File: src/rtl/microwave_timer_ctrl.sv
// Microwave oven controller: one-hot door/cook/pause/bell/open FSM with countdown,
// duty-cycled power and timed bell. Define MWO_CHILD_LOCK_EN to add the lock input.
module microwave_timer_ctrl #(
    parameter int TIME_W     = 8,
    parameter int TICK_DIV   = 1000,
    parameter int PWR_W      = 2,
    parameter int BELL_UNITS = 3
) (
    input  logic              clk,
    input  logic              nrst,
    input  logic              door,
    input  logic              start,
    input  logic              cancel,
`ifdef MWO_CHILD_LOCK_EN
    input  logic              lock,
`endif
    input  logic [TIME_W-1:0] time_load,
    input  logic [PWR_W-1:0]  power,
    output logic              heat,
    output logic              light,
    output logic              bell,
    output logic              busy,
    output logic              done,
    output logic [TIME_W-1:0] remaining
);

    localparam int PW = (TICK_DIV > 1) ? $clog2(TICK_DIV) : 1;
    localparam int BW = $clog2(BELL_UNITS + 1);
    localparam logic [PW-1:0] PRE_MAX = PW'(TICK_DIV - 1);
    localparam logic [BW-1:0] BELL_LD = BW'(BELL_UNITS - 1);

    localparam int I_CLOSED = 0;
    localparam int I_COOK   = 1;
    localparam int I_PAUSE  = 2;
    localparam int I_BELL   = 3;
    localparam int I_OPEN   = 4;

    typedef enum logic [4:0] {
        S_CLOSED = 5'b00001,
        S_COOK   = 5'b00010,
        S_PAUSE  = 5'b00100,
        S_BELL   = 5'b01000,
        S_OPEN   = 5'b10000
    } state_t;

    state_t            state, state_n;
    logic [TIME_W-1:0] rem_q, rem_n;
    logic [PW-1:0]     pre_q, pre_n;
    logic [PWR_W-1:0]  phase_q, phase_n;
    logic [PWR_W-1:0]  pwr_q, pwr_n;
    logic [BW-1:0]     bcnt_q, bcnt_n;
    logic              done_q, done_n;
    logic              tick;
    logic              lock_on;
    logic              to_idle;

`ifdef MWO_CHILD_LOCK_EN
    assign lock_on = lock;
`else
    assign lock_on = 1'b0;
`endif

    assign tick = (state[I_COOK] | state[I_BELL]) & (pre_q == PRE_MAX);
    assign to_idle = cancel;

    always_comb begin
        state_n = state;
        rem_n   = rem_q;
        pre_n   = pre_q;
        phase_n = phase_q;
        pwr_n   = pwr_q;
        bcnt_n  = bcnt_q;
        unique case (1'b1)
            state[I_CLOSED]: begin
                if (door) begin
                    state_n = S_OPEN;
                end else if (start && !lock_on && time_load != '0) begin
                    state_n = S_COOK;
                    rem_n   = time_load;
                    pwr_n   = power;
                    pre_n   = '0;
                    phase_n = '0;
                end
            end
            state[I_COOK]: begin
                if (to_idle) begin
                    state_n = door ? S_OPEN : S_CLOSED;
                    rem_n   = '0;
                end else if (door) begin
                    // door opening freezes the timing state mid-unit
                    state_n = S_PAUSE;
                end else begin
                    pre_n = tick ? '0 : pre_q + PW'(1);
                    if (tick) begin
                        phase_n = phase_q + PWR_W'(1);
                        if (rem_q <= TIME_W'(1)) begin
                            state_n = S_BELL;
                            rem_n   = '0;
                            pre_n   = '0;
                            bcnt_n  = BELL_LD;
                        end else begin
                            rem_n = rem_q - TIME_W'(1);
                        end
                    end
                end
            end
            state[I_PAUSE]: begin
                if (to_idle) begin
                    state_n = door ? S_OPEN : S_CLOSED;
                    rem_n   = '0;
                end else if (!door && !lock_on) begin
                    state_n = S_COOK;
                end
            end
            state[I_BELL]: begin
                if (door) begin
                    state_n = S_OPEN;
                end else begin
                    pre_n = tick ? '0 : pre_q + PW'(1);
                    if (tick) begin
                        if (bcnt_q == '0) begin
                            state_n = S_CLOSED;
                        end else begin
                            bcnt_n = bcnt_q - BW'(1);
                        end
                    end
                end
            end
            state[I_OPEN]: begin
                if (!door) begin
                    state_n = S_CLOSED;
                end
            end
            default: begin
                state_n = S_CLOSED;
                rem_n   = '0;
            end
        endcase
        done_n = (state_n == S_BELL) && (state != S_BELL);
    end

    always_ff @(posedge clk or negedge nrst) begin
        if (!nrst) begin
            state   <= S_CLOSED;
            rem_q   <= '0;
            pre_q   <= '0;
            phase_q <= '0;
            pwr_q   <= '0;
            bcnt_q  <= '0;
            done_q  <= 1'b0;
        end else begin
            state   <= state_n;
            rem_q   <= rem_n;
            pre_q   <= pre_n;
            phase_q <= phase_n;
            pwr_q   <= pwr_n;
            bcnt_q  <= bcnt_n;
            done_q  <= done_n;
        end
    end

    assign heat      = state[I_COOK] & (phase_q <= pwr_q);
    assign light     = state[I_COOK] | state[I_PAUSE] | state[I_OPEN];
    assign bell      = state[I_BELL];
    assign busy      = state[I_COOK] | state[I_PAUSE];
    assign done      = done_q;
    assign remaining = rem_q;

endmodule
File: config.mk
export PLATFORM = sky130hd
export DESIGN_NAME = microwave_timer_ctrl
export DESIGN_NICKNAME = d
export VERILOG_FILES = /design/src/rtl/microwave_timer_ctrl.sv
export SDC_FILE = /design/constraint.sdc
export NUM_CORES = 1
export LEC_CHECK = 0
export CAP_MARGIN = 25
export CORE_MARGIN = 3
export CORE_UTILIZATION = 48
export CTS_CLUSTER_SIZE = 20
export DETAILED_ROUTE_END_ITERATION = 12
export GPL_ROUTABILITY_DRIVEN = 0
export PLACE_DENSITY = 0.85
export SLEW_MARGIN = 20
export SYNTH_ARGS = -nofsm -noshare
export SYNTH_HDL_FRONTEND = slang
export SYNTH_SLANG_ARGS = --single-unit
File: constraint.sdc
create_clock -name clk -period 1.87 [get_ports clk]
set_clock_uncertainty 0.1 [all_clocks]
set_input_delay 0.374 -clock clk [delete_from_list [all_inputs] [get_ports clk]]
set_output_delay 0.374 -clock clk [all_outputs]
set_load 0.005 [all_outputs]
==> impl_metrics.json, run 1 <==
{
  "die_w_um": 68.20,
  "worst_slack_ns": -0.01817,
  "worstPathRequired_ns": 1.96,
  "cts_max_level": 2,
  "start_util_pct": 52.74,
  "grt.busiest_layer": "met2",
  "fillers": 231,
  "cp_max_fo": 8,
  "cp-end-kind": "flip-flop",
  "wl_per_cell_um": 17.61,
  "drive_gt1_share_pct": 40.28,
  "first_global_vias": 1836,
  "gr-usage-met1_pct": 30.48,
  "hold_class": "in2reg",
  "yosysSeqAreaShare_pct": 40.50,
  "holdBufCountCts": 0,
  "synth_edf_count": 0,
  "drc": 0,
  "cts_made_buffers": 5,
  "internal-power_mw": 2.054,
  "nets": 308,
  "p_clk_share_pct": 16.2,
  "grt_use_met2_pct": 39.23,
  "final_hold_viol_count": 0,
  "synth_area_sq_mm": 0.001857,
  "syn_to_final_growth_pct": 54.51,
  "pwr-share-seq_pct": 28.1,
  "cp.arrival_ns": 1.98,
  "dpl.hpwl_um": 3334,
  "rsz0062_at_grt": "yes",
  "synth_flop_cell": "dfrtp_1",
  "vdd_drop_max_uv": 774.2,
  "crit_slowest_cell": "dfrtp_1",
  "cts_tree": "yes",
  "pwr-share-comb_pct": 55.7,
  "worstMarginPinSlew_ns": 0.4642,
  "finalWirelength_um": 5883,
  "antenna_found_initial": 0,
  "violations": "setup timing",
  "firstDrtPassIters": 4,
  "grt_pass1_wl_um": 8300,
  "finalCritPeriodShare_pct": 101.0,
  "power_mw": 3.338,
  "die_h_um": 68.20,
  "row_count": 21,
  "ioPinCount": 28,
  "critical_path_class": "reg2reg",
  "synth-seq-cells": 30,
  "grt_max_degree": 31,
  "die-area_sq_mm": 0.004651,
  "p_sw_share_pct": 38.46,
  "finalSetupViolCount": 3,
  "drtIter0Drc": 191,
  "grt.overflow.total": 0,
  "multi_input_area_sq_mm": 0.001272,
  "p_leak_nw": 1.233,
  "relSlewSlack_pct": 69.06,
  "p_sw_mw": 1.284,
  "startpoint_type": "flip-flop",
  "cap_violations": 0,
  "yosysUniqueCellTypes": 51,
  "insertion_delay_ns": 0.28,
  "met3_usage_pct": 5.583,
  "yosys_warnings": 0,
  "clockBufferDepth": 2,
  "vias_per_cell": 6.120,
  "core_sq_mm": 0.003521,
  "max_freq_mhz": 529.6,
  "fin_area_sq_mm": 0.002869,
  "cts-root-buf": "clkbuf_8",
  "final_antenna_net_count": 0,
  "path_clk_slew_ns": 0.06,
  "clock_sinks": 30,
  "place_area_sq_mm": 0.002452,
  "regArea_sq_um": 753.2,
  "grt_use_total_pct": 24.28,
  "p_per_area_mw_per_mm2": 1163,
  "syn_inst": 209,
  "syn-mean-instance-area_sq_um": 8.884,
  "vias": 2044,
  "status": "finished, violations left",
  "path_cells": "buf_6 > or2_4 > buf_4 > a211oi_1 > o211ai_1 > nor4b_2",
  "async_reset_ff_share_pct": 100.0,
  "maxSlewViolCount": 0,
  "port_buffers": 27,
  "fin_crit_ns": 1.888,
  "max_stage_delay_ns": 0.40,
  "synth_nets": 230,
  "diodes": 0
}
## cells in the mapped netlist, types with 3 or more instances
cell type | number | area, sq um
inv_1 | 11 | 41.29
or2_2 | 4 | 25.02
ha_1 | 6 | 75.07
nor2_1 | 10 | 37.54
o21ai_0 | 21 | 105.1
o31ai_1 | 5 | 37.54
nor2b_1 | 4 | 25.02
a21oi_1 | 16 | 80.08
nand2b_1 | 4 | 25.02
or3_1 | 8 | 50.05
dfrtp_1 | 29 | 725.7
nor3_1 | 4 | 20.02
o211ai_1 | 3 | 22.52
nand3_1 | 4 | 20.02
clkbuf_1 | 5 | 18.77
nand4_1 | 5 | 31.28
a22o_1 | 3 | 26.28
or4_1 | 6 | 45.04
nand2_1 | 19 | 71.32
## registers in the layout, summed over array words and instances, names as in the netlist
register / count
phase_q: 2
state: 5
pwr_q: 2
done: 1
bcnt_q: 2
pre_q: 10
remaining: 8
## worst paths after layout
| path | from | endpoint | slack, ns | depth (start not counted) |
|---|---|---|---|---|
| max in group asynchronous | nrst | state[0] | 0.97 | 2 |
| max | state[1] | done | -0.02 | 6 |
| min reg2reg | bcnt_q[0] | bcnt_q[0] | 0.40 | 2 |
| max reg2reg | state[1] | done | -0.02 | 6 |
| min in group asynchronous | nrst | pre_q[5] | 0.39 | 2 |
| min | time_load[3] | remaining[3] | 0.34 | 3 |
## kinds of logic (layout without fill, tap and decap cells)
kind of cell,after synthesis,after routing,synth area share (%)
simple gates,79,79,24.39
compound gates,70,71,24.13
flops,30,30,40.50
buf+inv,21,99,5.189
fa+ha+maj,6,6,4.043
mux,3,3,1.752
## layout make-up
class	count	area share, %
Clock buffer	7	3.009
Clock inverter	1	0.1744
Inverter	11	1.439
Multi-Input combinational cell	159	44.35
Sequential cell	30	26.25
Tap cell	46	2.006
Timing Repair Buffer	80	22.76
## placed cells by master (no fill, tap or decap), types with 3 or more instances in the layout
| master | count |
|---|---|
| nor2_1 | 10 |
| clkbuf_8 | 6 |
| dfrtp_1 | 28 |
| a21oi_1 | 10 |
| a22o_1 | 3 |
| nor3_1 | 3 |
| nand3_1 | 3 |
| or4_4 | 4 |
| ha_4 | 4 |
| o211ai_1 | 3 |
| o21ai_0 | 20 |
| nand2_1 | 19 |
| nand2b_1 | 4 |
| clkbuf_2 | 4 |
| clkdlybuf4s50_1 | 13 |
| inv_1 | 7 |
| inv_2 | 4 |
| or2_4 | 3 |
| or3_4 | 3 |
| a21oi_2 | 6 |
| dlygate4sd2_1 | 5 |
| or3_1 | 5 |
| buf_4 | 48 |
| nor2b_1 | 4 |
| buf_6 | 5 |
| nand4_1 | 5 |
## stage by stage
step                      TNS [ns]  instances  utilization, %  setup WS, ns  hold slack, ns
after floorplan                  0        209               -      0.007312        -0.02159
after global placement      -11.89        313           69.65       -0.5601          0.3634
after detailed placement    -13.23        313           69.65       -0.6456          0.3805
after CTS                 -0.04237        329           75.80      -0.02569          0.3925
after global routing       -0.4931        334           81.49      -0.05599          0.3534
final                     -0.04896        334           81.49      -0.01817          0.3403
## per-layer routing
metal / part of all wire [%] / vias up
met2: 49 / 89
met4: 3.5 / 0
li1: - / 932
met1: 41 / 1002
met3: 6.7 / 21
met5: 0 / -
## worst max-delay path: cells and delay by family, from the launching register on
| family | cells | cell delay (ns) |
|---|---|---|
| AND/OR/NAND/NOR | 2 | 0.50 |
| AO/OA/AOI/OAI | 2 | 0.48 |
| flip-flops | 1 | 0.40 |
| buffers and inverters | 2 | 0.31 |
## power by group through the flow
stage	Clock [mW]	Combinational, mW	Sequential [mW]
finish	0.541	1.86	0.937
global route	0.577	2.01	0.950
detailed placement	0	1.42	0.910
CTS	0.548	1.52	0.903
floorplan	0	0.744	0.915
global placement	0	1.38	0.908
## repair_timing
action / CTS / global route
setup endpoints to repair: 28 / 22
resized for setup: 41 / 45
pin swaps: 18 / 13
setup buffers: 7 / 5
endpoints found under the hold margin: 0 / 0
cloned: 1 / 0
Power figures use the tool's default switching activity.
==> inputs of run 2 (changes only) <==
SLEW_MARGIN = 0   (was 20)
==> results of run 2 <==
Same layout as run 1: the final DEF is identical, and so are final timing and power.
==> inputs of run 3 (changes only) <==
REMOVE_ABC_BUFFERS = 1   (was default)
==> run 3 against run 2 <==
  * The flow still finishes with violations (setup timing)
  * Sequential power rose by 1%
  * Clock power is 2% higher
  * Core utilization down 1.2 points
  * Final area fell by 1.5%
  * Global-route usage grew 1.1 points
  * Worst setup slack got worse by 0.14 ns
  * Combinational power is essentially flat
  * Total power grew 0.52%
  * Critical endpoint unchanged
  * Largest cell class unchanged
==> impl_metrics.json, run 3 (same netlist as run 1, synthesis figures left out) <==
{
  "p_per_area_mw_per_mm2": 1187,
  "finalCritPeriodShare_pct": 108.6,
  "final_hold_viol_count": 0,
  "syn_to_final_growth_pct": 52.22,
  "drtIter0Drc": 163,
  "maxSlewViolCount": 0,
  "die_w_um": 68.20,
  "relSlewSlack_pct": 69.75,
  "worstPathRequired_ns": 1.96,
  "startpoint_type": "flip-flop",
  "power_mw": 3.355,
  "drc": 0,
  "ioPinCount": 28,
  "vias": 2126,
  "cts_tree": "yes",
  "grt_max_degree": 31,
  "grt.overflow.total": 0,
  "die_h_um": 68.20,
  "finalSetupViolCount": 12,
  "top_register": "pre_q",
  "antenna_found_initial": 0,
  "whs_ns": 0.3137,
  "placedCellCount": 315,
  "cts_made_buffers": 5,
  "path_clk_slew_ns": 0.07,
  "core_sq_mm": 0.003521,
  "reg2regPathDepth": 5,
  "critical_path_class": "reg2reg",
  "status": "finished, violations left",
  "largest_reg_flops": 10,
  "insertion_delay_ns": 0.29,
  "clockBufferDepth": 2,
  "worst_slack_ns": -0.1613,
  "clock_sinks": 30,
  "wl_per_cell_um": 19.36,
  "nets": 307,
  "diodes": 0,
  "finalNonFillerCells": 333,
  "drive_gt1_share_pct": 39.37,
  "cp-end-kind": "flip-flop",
  "p_leak_nw": 1.222,
  "final_antenna_net_count": 0,
  "postLayoutCoreUtil_pct": 80.28,
  "cp_max_fo": 2,
  "fin_crit_ns": 2.031,
  "rsz0062_at_grt": "yes",
  "cts-root-buf": "clkbuf_8",
  "start_util_pct": 52.74,
  "first_global_vias": 1919,
  "holdBufCountCts": 0,
  "vdd_drop_max_uv": 801.6,
  "grt_pass1_wl_um": 8673,
  "final_common_cell": "buf_4",
  "vias_per_cell": 6.384,
  "row_count": 21,
  "cap_violations": 0,
  "grt_use_total_pct": 25.42,
  "dpl.hpwl_um": 3576,
  "place_ws_ns": -0.6069,
  "max_freq_mhz": 492.3,
  "cts_max_level": 2,
  "violations": "setup timing",
  "mostFrequentLayoutCells": "47 x buf_4, 29 x dfrtp_1, 19 x nand2_1, 14 x o21ai_0, 13 x clkdlybuf4s50_1",
  "port_buffers": 27,
  "worstMarginPinSlew_ns": 0.4528,
  "whs_path_depth": 3,
  "cp.arrival_ns": 2.12,
  "die-area_sq_mm": 0.004651,
  "firstDrtPassIters": 5,
  "finalWirelength_um": 6446,
  "hold_class": "in2reg"
}
[run 3: cell count changes in the layout (fill, tap and decap cells not counted), sizes merged]
cell,delta
dlygate4sd2,-3
buf,+1
clkbuf,+1
[run 3: power by group]
| group | total (mW) | internal [mW] | switching [mW] |
|---|---|---|---|
| clock | 0.550 | 0.297 | 0.253 |
| sequential | 0.951 | 0.789 | 0.162 |
| combinational | 1.85 | 0.943 | 0.911 |
| total | 3.36 | 2.03 | 1.33 |
[run 3: layout make-up]
type	instances	area, sq um
clock buffers	7	86.33
clock inverters	1	5.005
fillers	222	694.4
inverters	11	41.29
multi-input cells	159	1229
flip-flops and latches	30	752.0
well taps	46	57.56
repair buffers	79	655.6
[run 3: worst paths after layout]
path / start / end / slack [ns]
max: remaining[4] / done / -0.16
min: time_load[3] / remaining[3] / 0.31
max reg2reg: remaining[4] / done / -0.16
min reg2reg: bcnt_q[0] / bcnt_q[0] / 0.42
max in group asynchronous: nrst / state[0] / 1.09
min in group asynchronous: nrst / pre_q[0] / 0.34
[run 3: repair_timing]
item                       in CTS  in global routing
cloned                          1                  0
setup endpoints to repair      28                 25
buffers inserted                3                  6
resized for setup              42                 54
pin swaps                      14                 22
[run 3: worst max-delay path: stages, from the launching register on]
cell and delay (ns):
dfrtp_1 0.46, nor4_4 0.41, nand3_4 0.12, or3_4 0.40, a21boi_2 0.19, nor4b_4 0.25
[run 3: metrics by stage]
stage               setup TNS (ns)  area [sq um]
floorplan                  -0.2218          1802
global placement            -12.24          2465
detailed placement          -12.63          2465
CTS                        -0.1652          2661
global route                -1.426          2826
finish                     -0.4827          2826
[run 3: routing by layer]
metal	wire length, um	vias to the layer above	track usage [%]
li1	-	931	-
met1	2397	1020	30.26
met2	3174	135	42.84
met3	487	40	6.732
met4	387	0	11.17
met5	0	-	0
